### src/rtl/hub_link_pkg.sv
// rtl/hub_link_pkg.sv - shared constants and destination decode for the root hub link switch
package hub_link_pkg;
  localparam int HUB_DATA_WIDTH   = 64;
  localparam int HUB_ID_WIDTH     = 8;
  localparam int HUB_BROADCAST_ID = 255;
  // destination field occupies the top ID bits of every message
  localparam int HUB_DEST_MSB     = HUB_DATA_WIDTH - 1;
  localparam int HUB_DEST_LSB     = HUB_DATA_WIDTH - HUB_ID_WIDTH;

  typedef enum logic [1:0] {
    DEST_UNICAST   = 2'd0,
    DEST_BROADCAST = 2'd1,
    DEST_INVALID   = 2'd2
  } dest_kind_e;

  function automatic dest_kind_e decode_dest(input int dest, input int broadcast_id,
                                             input int num_leaves);
    dest_kind_e kind;
    if (dest == broadcast_id) kind = DEST_BROADCAST;
    else if (dest >= 1 && dest <= num_leaves) kind = DEST_UNICAST;
    else kind = DEST_INVALID;
    return kind;
  endfunction
endpackage

### src/rtl/link_fifo.sv
// rtl/link_fifo.sv - synchronous first-word-fall-through FIFO with wrap-bit pointers
module link_fifo #(
  parameter int WIDTH = 64,
  parameter int DEPTH = 4
) (
  input  logic             clk,
  input  logic             reset,
  input  logic             wr_en,
  input  logic [WIDTH-1:0] wr_data,
  input  logic             rd_en,
  output logic [WIDTH-1:0] rd_data,
  output logic             full,
  output logic             empty
);
  localparam int AW = $clog2(DEPTH);

  logic [AW:0]      wr_ptr;
  logic [AW:0]      rd_ptr;
  logic [WIDTH-1:0] mem [DEPTH];

  assign empty   = (wr_ptr == rd_ptr);
  assign full    = (wr_ptr[AW] != rd_ptr[AW]) && (wr_ptr[AW-1:0] == rd_ptr[AW-1:0]);
  assign rd_data = mem[rd_ptr[AW-1:0]];

  always_ff @(posedge clk or posedge reset) begin
    if (reset) begin
      wr_ptr <= '0;
      rd_ptr <= '0;
    end else begin
      if (wr_en && !full) wr_ptr <= wr_ptr + 1'b1;
      if (rd_en && !empty) rd_ptr <= rd_ptr + 1'b1;
    end
  end

  // storage needs no reset: nothing is visible until a write moves wr_ptr
  always_ff @(posedge clk) begin
    if (wr_en && !full) mem[wr_ptr[AW-1:0]] <= wr_data;
  end
endmodule

### src/rtl/root_hub_link_switch.sv
// rtl/root_hub_link_switch.sv - routes controller messages to leaves and merges leaf traffic round-robin
module root_hub_link_switch
  import hub_link_pkg::*;
#(
  parameter int NUM_LEAVES   = 4,
  parameter int DATA_WIDTH   = HUB_DATA_WIDTH,
  parameter int FIFO_DEPTH   = 4,
  parameter int ID_WIDTH     = HUB_ID_WIDTH,
  parameter int BROADCAST_ID = HUB_BROADCAST_ID
) (
  input  logic                             clk,
  input  logic                             reset,
  input  logic [DATA_WIDTH-1:0]            host_rx_data,
  input  logic                             host_rx_valid,
  output logic                             host_rx_ready,
  output logic [DATA_WIDTH-1:0]            host_tx_data,
  output logic                             host_tx_valid,
  input  logic                             host_tx_ready,
  output logic [NUM_LEAVES*DATA_WIDTH-1:0] down_tx_data,
  output logic [NUM_LEAVES-1:0]            down_tx_valid,
  input  logic [NUM_LEAVES-1:0]            down_tx_ready,
  input  logic [NUM_LEAVES*DATA_WIDTH-1:0] up_rx_data,
  input  logic [NUM_LEAVES-1:0]            up_rx_valid,
  output logic [NUM_LEAVES-1:0]            up_rx_ready,
  output logic                             bad_dest,
  output logic [15:0]                      drop_count
);
  localparam int RR_W = (NUM_LEAVES > 1) ? $clog2(NUM_LEAVES) : 1;

  logic                  stage_v;
  logic [DATA_WIDTH-1:0] stage_d;
  logic [ID_WIDTH-1:0]   dest;
  dest_kind_e            kind;
  logic                  dispatch;
  logic [NUM_LEAVES-1:0] down_wr, down_full, down_empty;
  logic [NUM_LEAVES-1:0] up_rd, up_full, up_empty;
  logic [DATA_WIDTH-1:0] up_head [NUM_LEAVES];
  logic [RR_W-1:0]       rr, grant;
  logic                  found, load;

  assign dest          = stage_d[DATA_WIDTH-1 -: ID_WIDTH];
  assign kind          = decode_dest(int'(dest), BROADCAST_ID, NUM_LEAVES);
  assign host_rx_ready = !stage_v || dispatch;

  // broadcasts are all-or-nothing; bad destinations drain without touching any FIFO
  always_comb begin
    dispatch = 1'b0;
    down_wr  = '0;
    if (stage_v) begin
      case (kind)
        DEST_BROADCAST: begin
          dispatch = ~|down_full;
          down_wr  = {NUM_LEAVES{dispatch}};
        end
        DEST_UNICAST: begin
          for (int k = 0; k < NUM_LEAVES; k++) begin
            if (int'(dest) == k + 1) begin
              dispatch   = !down_full[k];
              down_wr[k] = !down_full[k];
            end
          end
        end
        default: dispatch = 1'b1;
      endcase
    end
  end

  always_ff @(posedge clk or posedge reset) begin
    if (reset) begin
      stage_v    <= 1'b0;
      stage_d    <= '0;
      bad_dest   <= 1'b0;
      drop_count <= '0;
    end else begin
      if (host_rx_valid && host_rx_ready) begin
        stage_v <= 1'b1;
        stage_d <= host_rx_data;
      end else if (dispatch) begin
        stage_v <= 1'b0;
      end
      bad_dest <= dispatch && (kind == DEST_INVALID);
      if (dispatch && (kind == DEST_INVALID) && (drop_count != 16'hFFFF))
        drop_count <= drop_count + 16'd1;
    end
  end

  for (genvar k = 0; k < NUM_LEAVES; k++) begin : g_leaf
    link_fifo #(.WIDTH(DATA_WIDTH), .DEPTH(FIFO_DEPTH)) u_down (
      .clk     (clk),
      .reset   (reset),
      .wr_en   (down_wr[k]),
      .wr_data (stage_d),
      .rd_en   (down_tx_ready[k]),
      .rd_data (down_tx_data[k*DATA_WIDTH +: DATA_WIDTH]),
      .full    (down_full[k]),
      .empty   (down_empty[k])
    );
    link_fifo #(.WIDTH(DATA_WIDTH), .DEPTH(FIFO_DEPTH)) u_up (
      .clk     (clk),
      .reset   (reset),
      .wr_en   (up_rx_valid[k]),
      .wr_data (up_rx_data[k*DATA_WIDTH +: DATA_WIDTH]),
      .rd_en   (up_rd[k]),
      .rd_data (up_head[k]),
      .full    (up_full[k]),
      .empty   (up_empty[k])
    );
    assign down_tx_valid[k] = !down_empty[k];
    assign up_rx_ready[k]   = !up_full[k];
  end

  // first non-empty up FIFO at or after rr wins
  always_comb begin
    found = 1'b0;
    grant = rr;
    for (int i = 0; i < NUM_LEAVES; i++) begin
      if (!found && !up_empty[(int'(rr) + i) % NUM_LEAVES]) begin
        found = 1'b1;
        grant = RR_W'((int'(rr) + i) % NUM_LEAVES);
      end
    end
  end

  assign load = !host_tx_valid || host_tx_ready;

  always_comb begin
    up_rd = '0;
    if (load && found) up_rd[grant] = 1'b1;
  end

  always_ff @(posedge clk or posedge reset) begin
    if (reset) begin
      host_tx_valid <= 1'b0;
      host_tx_data  <= '0;
      rr            <= '0;
    end else if (load) begin
      host_tx_valid <= found;
      if (found) begin
        host_tx_data <= up_head[grant];
        rr           <= RR_W'((int'(grant) + 1) % NUM_LEAVES);
      end
    end
  end
endmodule
### config.mk
export PLATFORM = sky130hd
export DESIGN_NAME = root_hub_link_switch
export DESIGN_NICKNAME = d
export VERILOG_FILES = /design/src/rtl/hub_link_pkg.sv /design/src/rtl/link_fifo.sv /design/src/rtl/root_hub_link_switch.sv
export SDC_FILE = /design/constraint.sdc
export NUM_CORES = 2
export LEC_CHECK = 0
export ABC_AREA = 1
export BUFFER_PORTS_ARGS = -buffer_cell sky130_fd_sc_hd__buf_2
export CORE_MARGIN = 2
export CORE_UTILIZATION = 50
export DETAILED_ROUTE_END_ITERATION = 7
export PLACE_DENSITY = 0.68
export SYNTH_ARGS = -nofsm -noshare
export SYNTH_HDL_FRONTEND = slang
export SYNTH_HIERARCHICAL = 1
export SYNTH_SLANG_ARGS = --single-unit
### constraint.sdc
create_clock -name clk -period 7.2 [get_ports clk]
set_input_delay 1.44 -clock clk [delete_from_list [all_inputs] [get_ports clk]]
set_output_delay 1.44 -clock clk [all_outputs]
set_load 0.05 [all_outputs]
### After elaboration in Yosys (flattened, before gate mapping)

Memory sizes are Yosys's and may differ from the RTL's.
Index checks and enable logic that the tools add are counted.

| storage, ports and cells | value |
|---|---|
| flip-flop bits (word level) | 197 |
| input port bits | 332 |
| memories | 8 |
| RAM bits | 2048 |

Memories:

| name | depth | width | rd ports | clocked after Yosys merged registers in | write ports | RTL line | text |
|---|---|---|---|---|---|---|---|
| g_leaf[0].u_down.mem | 4 | 64 | 1 | 0 | 1 | link_fifo.sv:19 | `logic [WIDTH-1:0] mem [DEPTH];` |
| g_leaf[0].u_up.mem | 4 | 64 | 1 | 0 | 1 | link_fifo.sv:19 |  |
| g_leaf[1].u_down.mem | 4 | 64 | 1 | 0 | 1 | link_fifo.sv:19 |  |
| g_leaf[1].u_up.mem | 4 | 64 | 1 | 0 | 1 | link_fifo.sv:19 |  |
| g_leaf[2].u_down.mem | 4 | 64 | 1 | 0 | 1 | link_fifo.sv:19 |  |
| g_leaf[2].u_up.mem | 4 | 64 | 1 | 0 | 1 | link_fifo.sv:19 |  |
| 2 more memories | - | - | - | - | - | - |  |

| cells by class | value |
|---|---|
| reduce and logical (&&, ||, !) cells | 66 |
| equal/unequal tests | 32 |
| bitwise gates (word level) | 4 |
| muxes and demuxes | 55 |
| add/sub/neg operators | 21 |
| $lt $le $gt $ge | 9 |

Operators with widths:

| cell | number |
|---|---|
| $bmux W64 S2 | 1 |
| $mux W64 | 2 |
| $add A3 B1 Y3 const B | 16 |
| $mux W1 | 38 |
| $logic_and A1 B1 Y1 | 33 |
| $eq A3 B3 Y1 | 8 |
| $logic_not A1 Y1 | 24 |
| $add A16 B1 Y16 const B | 1 |
| $eq A2 B2 Y1 | 8 |
| $eq A8 B3 Y1 const B | 2 |
| $ne A16 B16 Y1 const B | 1 |
| $lt A3 B4 Y1 const B | 3 |
| $mux W2 | 5 |
| $bmux W1 S2 | 4 |
| $eq A8 B1 Y1 const B | 1 |
| $eq A8 B2 Y1 const B | 1 |
| $eq A8 B4 Y1 const B | 1 |
| $ge A8 B1 Y1 const B | 1 |
| $le A8 B3 Y1 const B | 1 |
| $mux W4 | 2 |
| $ne A1 B1 Y1 | 8 |
| $pmux W4 S2 | 1 |
| $lt A2 B3 Y1 const B | 2 |
| $reduce_or A2 Y1 | 3 |
| 15 further kinds | 20 |

### Longest topological paths before layout

| logic depth | value |
|---|---|
| depth after elaboration | 21 |
| depth in mapped cells | 23 |

### Cells and area by module

Netlist, hierarchy kept.

By module, submodules not included:

| module | sequential area each (um2) | instances | cells each | area an instance (um2) |
|---|---|---|---|---|
| link_fifo | 7837.5 | 8 | 681 | 9905.8 |
| root_hub_link_switch | 3728.6 | 1 | 1420 | 9212.6 |

### Least setup slack after synthesis

No wires, ideal clock.

| timing path | value |
|---|---|
| path type | register to register |
| start | register stage_d[57] |
| end | memory g_leaf[3].u_down.mem[0][0], enable pin |
| path slack | 2.402 ns |
| setup time | 0.486 ns |
| arrival | 4.312 ns |
| stages on the path, launching flop included | 7 |
| clock period less this slack | 4.798 ns |
| cell sequence | dfrtp_1 or2_2 nor4_1 nand2_1 a21oi_1 nand2_2 nor2_1 |

| between the ends | value |
|---|---|
| longest elaborated chain between the ends | 10 |

RTL lines:

| item | RTL line | text |
|---|---|---|
| from (decl) | root_hub_link_switch.sv:31 | `logic [DATA_WIDTH-1:0] stage_d;` |
| from (signal assigned) | root_hub_link_switch.sv:77 | `stage_d <= host_rx_data;` |
| $ge A8 B1 Y1 / $le A8 B3 Y1 (equally long branches) | hub_link_pkg.sv:20 | `else if (dest >= 1 && dest <= num_leaves) kind = DEST_UNICAST;` |
| $logic_and A1 B1 Y1 | hub_link_pkg.sv:20 |  |
| $mux W2 | hub_link_pkg.sv:20 |  |
| $mux W2 | hub_link_pkg.sv:19 | `if (dest == broadcast_id) kind = DEST_BROADCAST;` |
| $eq A2 B1 Y1 / $logic_not A2 Y1 (equally long branches) | root_hub_link_switch.sv:50 | `case (kind)` |
| $pmux W4 S2 * | root_hub_link_switch.sv:50 |  |
| $mux W4 * | root_hub_link_switch.sv:49 | `if (stage_v) begin` |
| named net down_wr[3] | root_hub_link_switch.sv:35 | `logic [NUM_LEAVES-1:0] down_wr, down_full, down_empty;` |
| $logic_and A1 B1 Y1 * | link_fifo.sv:37 | `if (wr_en && !full) mem[wr_ptr[AW-1:0]] <= wr_data;` |
| $mux W1 * | link_fifo.sv:37 |  |
| $mux W1 (implied by the code) * | link_fifo.sv:37 |  |
| to (decl) | link_fifo.sv:19 |  |

Mark *: on every way through the listed nets, which the timed path passes. The rest lies on a longest branch.

### Worst setup path in the final report

| timing path | value |
|---|---|
| start | register g_leaf[3].u_down.rd_ptr[0] |
| end | output port down_tx_data[203] |

| between the ends | value |
|---|---|
| longest elaborated chain between the ends | 1 |

RTL lines:

| item | RTL line | text |
|---|---|---|
| from (decl) | link_fifo.sv:18 | `logic [AW:0] rd_ptr;` |
| from (signal assigned) | link_fifo.sv:31 | `if (rd_en && !empty) rd_ptr <= rd_ptr + 1'b1;` |
| $mem_v2 Z4 W64 | - |  |
| to (decl) | root_hub_link_switch.sv:19 | `output logic [NUM_LEAVES*DATA_WIDTH-1:0] down_tx_data,` |

No other way between the ends.

==> flow_summary.ini <==
[outcome]
status = completed

[setup_path]
cpPeakStageDelay_ns = 0.75
worst_setup_path_type = reg2out
cp.arrival_ns = 3.93
cp_top_family = buffers and inverters
cp_max_fo = 86
worstSetupStartpointType = flop
timing.rr.start = g_leaf[0].u_down/rd_ptr[0]$_DFFE_PP0P_
cp.required_ns = 5.76
path_buf_inv = 3
r2r.worst_path.cells = 10
cp_cell_sequence = inv_4 > buf_4 > o21ai_1 > o22ai_1 > buf_2
timing.critical_path.to_type = output pin
reg2reg_to = g_leaf[1].u_down/mem[1][49]$_DFFE_PP_
worstSetupPathDepth = 5
crit_slowest_cell = sky130_fd_sc_hd__inv_4
worst-r2r-setup-slack_ns = 2.67

[synthesis]
avgSynthCellArea_sq_um = 12.9
proportion_of_synthesized_chip_area_in_sequential_cells_pct = 75.1
synth-compound-area-share_pct = 9.50
synth_edf_count = 2048
synth_top_area_share_pct = 69.5
synth_xor_xnor_area_share_pct = 0.355
yosys.cell_types.count = 35
yosys_register_bits = 2245
multiplexer_share_of_the_synthesized_area_pct = 0
synth_warnings = 6
synth.top_cells.by_count = sky130_fd_sc_hd__edfxtp_1 (2048), sky130_fd_sc_hd__nor2_1 (1064), sky130_fd_sc_hd__nand2_1 (1033), sky130_fd_sc_hd__o21ai_0 (597), sky130_fd_sc_hd__o22ai_1 (512)
synthCells = 6868
synthesis.area_sq_mm = 0.0885
post_synth_and_or_nand_nor_area_fraction_pct = 10.9
post_synth_main_area_contributors = sky130_fd_sc_hd__edfxtp_1 (70%), sky130_fd_sc_hd__dfrtp_1 (5.6%), sky130_fd_sc_hd__nor2_1 (4.5%), sky130_fd_sc_hd__nand2_1 (4.4%), sky130_fd_sc_hd__o22ai_1 (3.6%)
synth_most_common_cell = sky130_fd_sc_hd__edfxtp_1
synth_fp_nets = 7245
synth_top_family_by_area = simple AND/OR/NAND/NOR gates
asyncSetResetFlopFracSynth_pct = 8.78
synthFlopType = sky130_fd_sc_hd__edfxtp_1
synth_fa_ha_area_share_pct = 0.637
dominant_cell_type_by_area_after_synthesis = sky130_fd_sc_hd__edfxtp_1

[global_route]
grt_pass1_wl_mm = 373
track_usage_pct = 28.4
grt_start_max_net_pins = 109
vias_in_the_first_global_route = 54400
antenna_violations_before_repair = 116
grt_overflow = 0

[final_layout]
num-nets-final = 7807
drive_above_1_share_pct = 15.6
area_delta_synth_final_pct = 13.5

[place]
gp_congestion = 0.902
place.detailed.hpwl_mm = 167
place.port_buffers = 678

[clocking]
ctsLongestPathBuffers = 3
ctsResizeCount = 0
cts_sinks = 2245
htree_num_levels = 4
path_clk_slew_ns = 0.06
cts_setup_buffers = 0
hold_buffers = 0
root_buffer = sky130_fd_sc_hd__clkbuf_16
cts_made_buffers = 219
cts_tree = done
clkLatencyLatePin_ns = 0.88

[floorplan]
floorplan.die.width_um = 425
floorplan.die_area_sq_mm = 0.180
io-pin-count = 679
floorplan.die.height_um = 425
placement_rows = 154
fp.coreArea_sq_mm = 0.176
initial_utilization_pct = 50.3

[sta]
finalSetupTns_ns = 0
final.hold.worst_slack_ns = 0.474
finalCritPeriodShare_pct = 74.6
tightest_slew_ns = 1.27
maximum_achievable_frequency_mhz = 186
rsz0062_at_grt = false
final_hold_viol_count = 0
final-max-slew-violation-count = 0
worst_slew_margin_rel_pct = 15.2
skew_ns = 0.0736
final-setup-viol-count = 0
fin_crit_ns = 5.37

[detailed_routing]
wl_met2_mm = 125
post_drt_wl_per_cell_um = 26.1
first_iter_violations = 6613
detail_route.wirelength_mm = 261
via_total_after_detailed_routing = 58800
drt_drc_violations_left = 0
highest-signal-layer = met5
drt_first_pass_iters = 8
met1_length_mm = 94.9
detail_route.vias_per_cell = 5.86
met3_wirelength_mm = 23.0
antenna_left = 0

[pwr]
sw_frac_of_total_pct = 45.0
peak_supply_drop_mv = 0.517
cellPowerDensity_mw_per_mm2 = 483
power.static_leakage_nw = 36.5
seq_power_share_pct = 35.8
clkPwrFrac_pct = 22.9
pwr-share-comb_pct = 41.3
p_sw_mw = 21.8
cell_internal_pwr_mw = 26.7

[hold_path]
hold_path.startpoint = host_tx_data[60]$_DFFE_PP0P_
hold-path-cell-count = 2
worst_hold_path_type = reg2reg
timing.hold.worst_endpoint = host_tx_data[60]$_DFFE_PP0P_

[job]
maxCapViolCount = 0
placed cells by master, fill, tap and decap left out, types with 62 or more instances in the layout:
cell type	count
sky130_fd_sc_hd__buf_2	677
sky130_fd_sc_hd__o21ai_0	597
sky130_fd_sc_hd__buf_4	91
sky130_fd_sc_hd__clkbuf_16	222
sky130_fd_sc_hd__clkbuf_1	62
sky130_fd_sc_hd__nor2_1	1040
sky130_fd_sc_hd__o22ai_1	512
sky130_fd_sc_hd__edfxtp_1	2048
sky130_fd_sc_hd__nand2_1	1031
sky130_fd_sc_hd__o21ai_1	432
sky130_fd_sc_hd__inv_1	124
sky130_fd_sc_hd__dfrtp_1	181
sky130_fd_sc_hd__nand3_1	270
power by group through the flow:
stage	sequential, mW	clock [mW]	combinational, mW
2_1_floorplan	17.6	0	13.3
3_3_place_gp	17.5	0	19.5
6_report	17.4	11.1	20.0
5_1_grt	17.5	11.8	21.2
4_1_cts	17.3	11.2	19.9
3_5_place_dp	17.6	0	19.8
state kept, by name (all words and copies together) (netlist names), 2 cells and up:
signal,count
g_leaf.u_up/mem,1024
g_leaf.u_up/wr_ptr,12
g_leaf.u_down/wr_ptr,12
host_tx_data,64
g_leaf.u_down/mem,1024
g_leaf.u_up/rd_ptr,12
rr,2
stage_d,64
g_leaf.u_down/rd_ptr,12
drop_count,16
tightest hold or removal path, delay by kind of cell (launching register included):
family	cells	cell delay, ns
flip-flops	1	0.34
AND/OR/NAND/NOR	2	0.10
layer usage:
layer	GRT usage [%]	vias up
met4	17.8	86
met1	35.5	29200
met2	45.3	2823
met3	5.94	644
li1	-	26000
met5	0	-
logic make-up (layout without fill, tap and decap cells):
kind of cell	Yosys count	after routing
AOI/OAI and AO/OA	1549	1549
xor gates and xnor gates	29	29
adders and majority gates	45	45
buffers and inverters	583	1341
DFF	2245	2245
other	0	54
and+or+nand+nor	2417	2417
through the flow:
| step | worst slack (ns) | area, sq um | utilization (%) | power [mW] | instances |
|---|---|---|---|---|---|
| detailed placement | 2.68 | 93300 | 53.0 | 37.4 | 9549 |
| floorplan | 1.75 | 88500 | - | 30.9 | 6868 |
| global placement | 2.76 | 93300 | 53.0 | 37.1 | 9549 |
| finish | 1.83 | 100000 | 57.1 | 48.5 | 10000 |
| global route | 1.63 | 100000 | 57.1 | 50.4 | 10000 |
| CTS | 1.78 | 100000 | 57.0 | 48.5 | 9966 |
final cells by class:
cell class | count | area (sq um)
clock buffer | 294 | 5930
multi-input combinational | 4040 | 19100
clock inverter | 123 | 1080
tap | 2340 | 2930
timing repair buffer | 772 | 4150
antenna | 54 | 135
sequential | 2245 | 66500
fill | 13900 | 75500
inverter | 152 | 601
worst max-delay path by stage:
stage / to / startpoint
global placement: down_tx_data[255] / g_leaf[3].u_down/rd_ptr[0]$_DFFE_PP0P_
global route: host_rx_ready / g_leaf[3].u_down/rd_ptr[0]$_DFFE_PP0P_
floorplan: bad_dest$_DFF_PP0_ / reset
finish: down_tx_data[203] / g_leaf[3].u_down/rd_ptr[0]$_DFFE_PP0P_
detailed placement: g_leaf[1].u_down/mem[1][4]$_DFFE_PP_ / g_leaf[0].u_down/rd_ptr[0]$_DFFE_PP0P_
CTS: down_tx_data[255] / g_leaf[3].u_down/rd_ptr[0]$_DFFE_PP0P_
(Power assumes the default switching activity.)
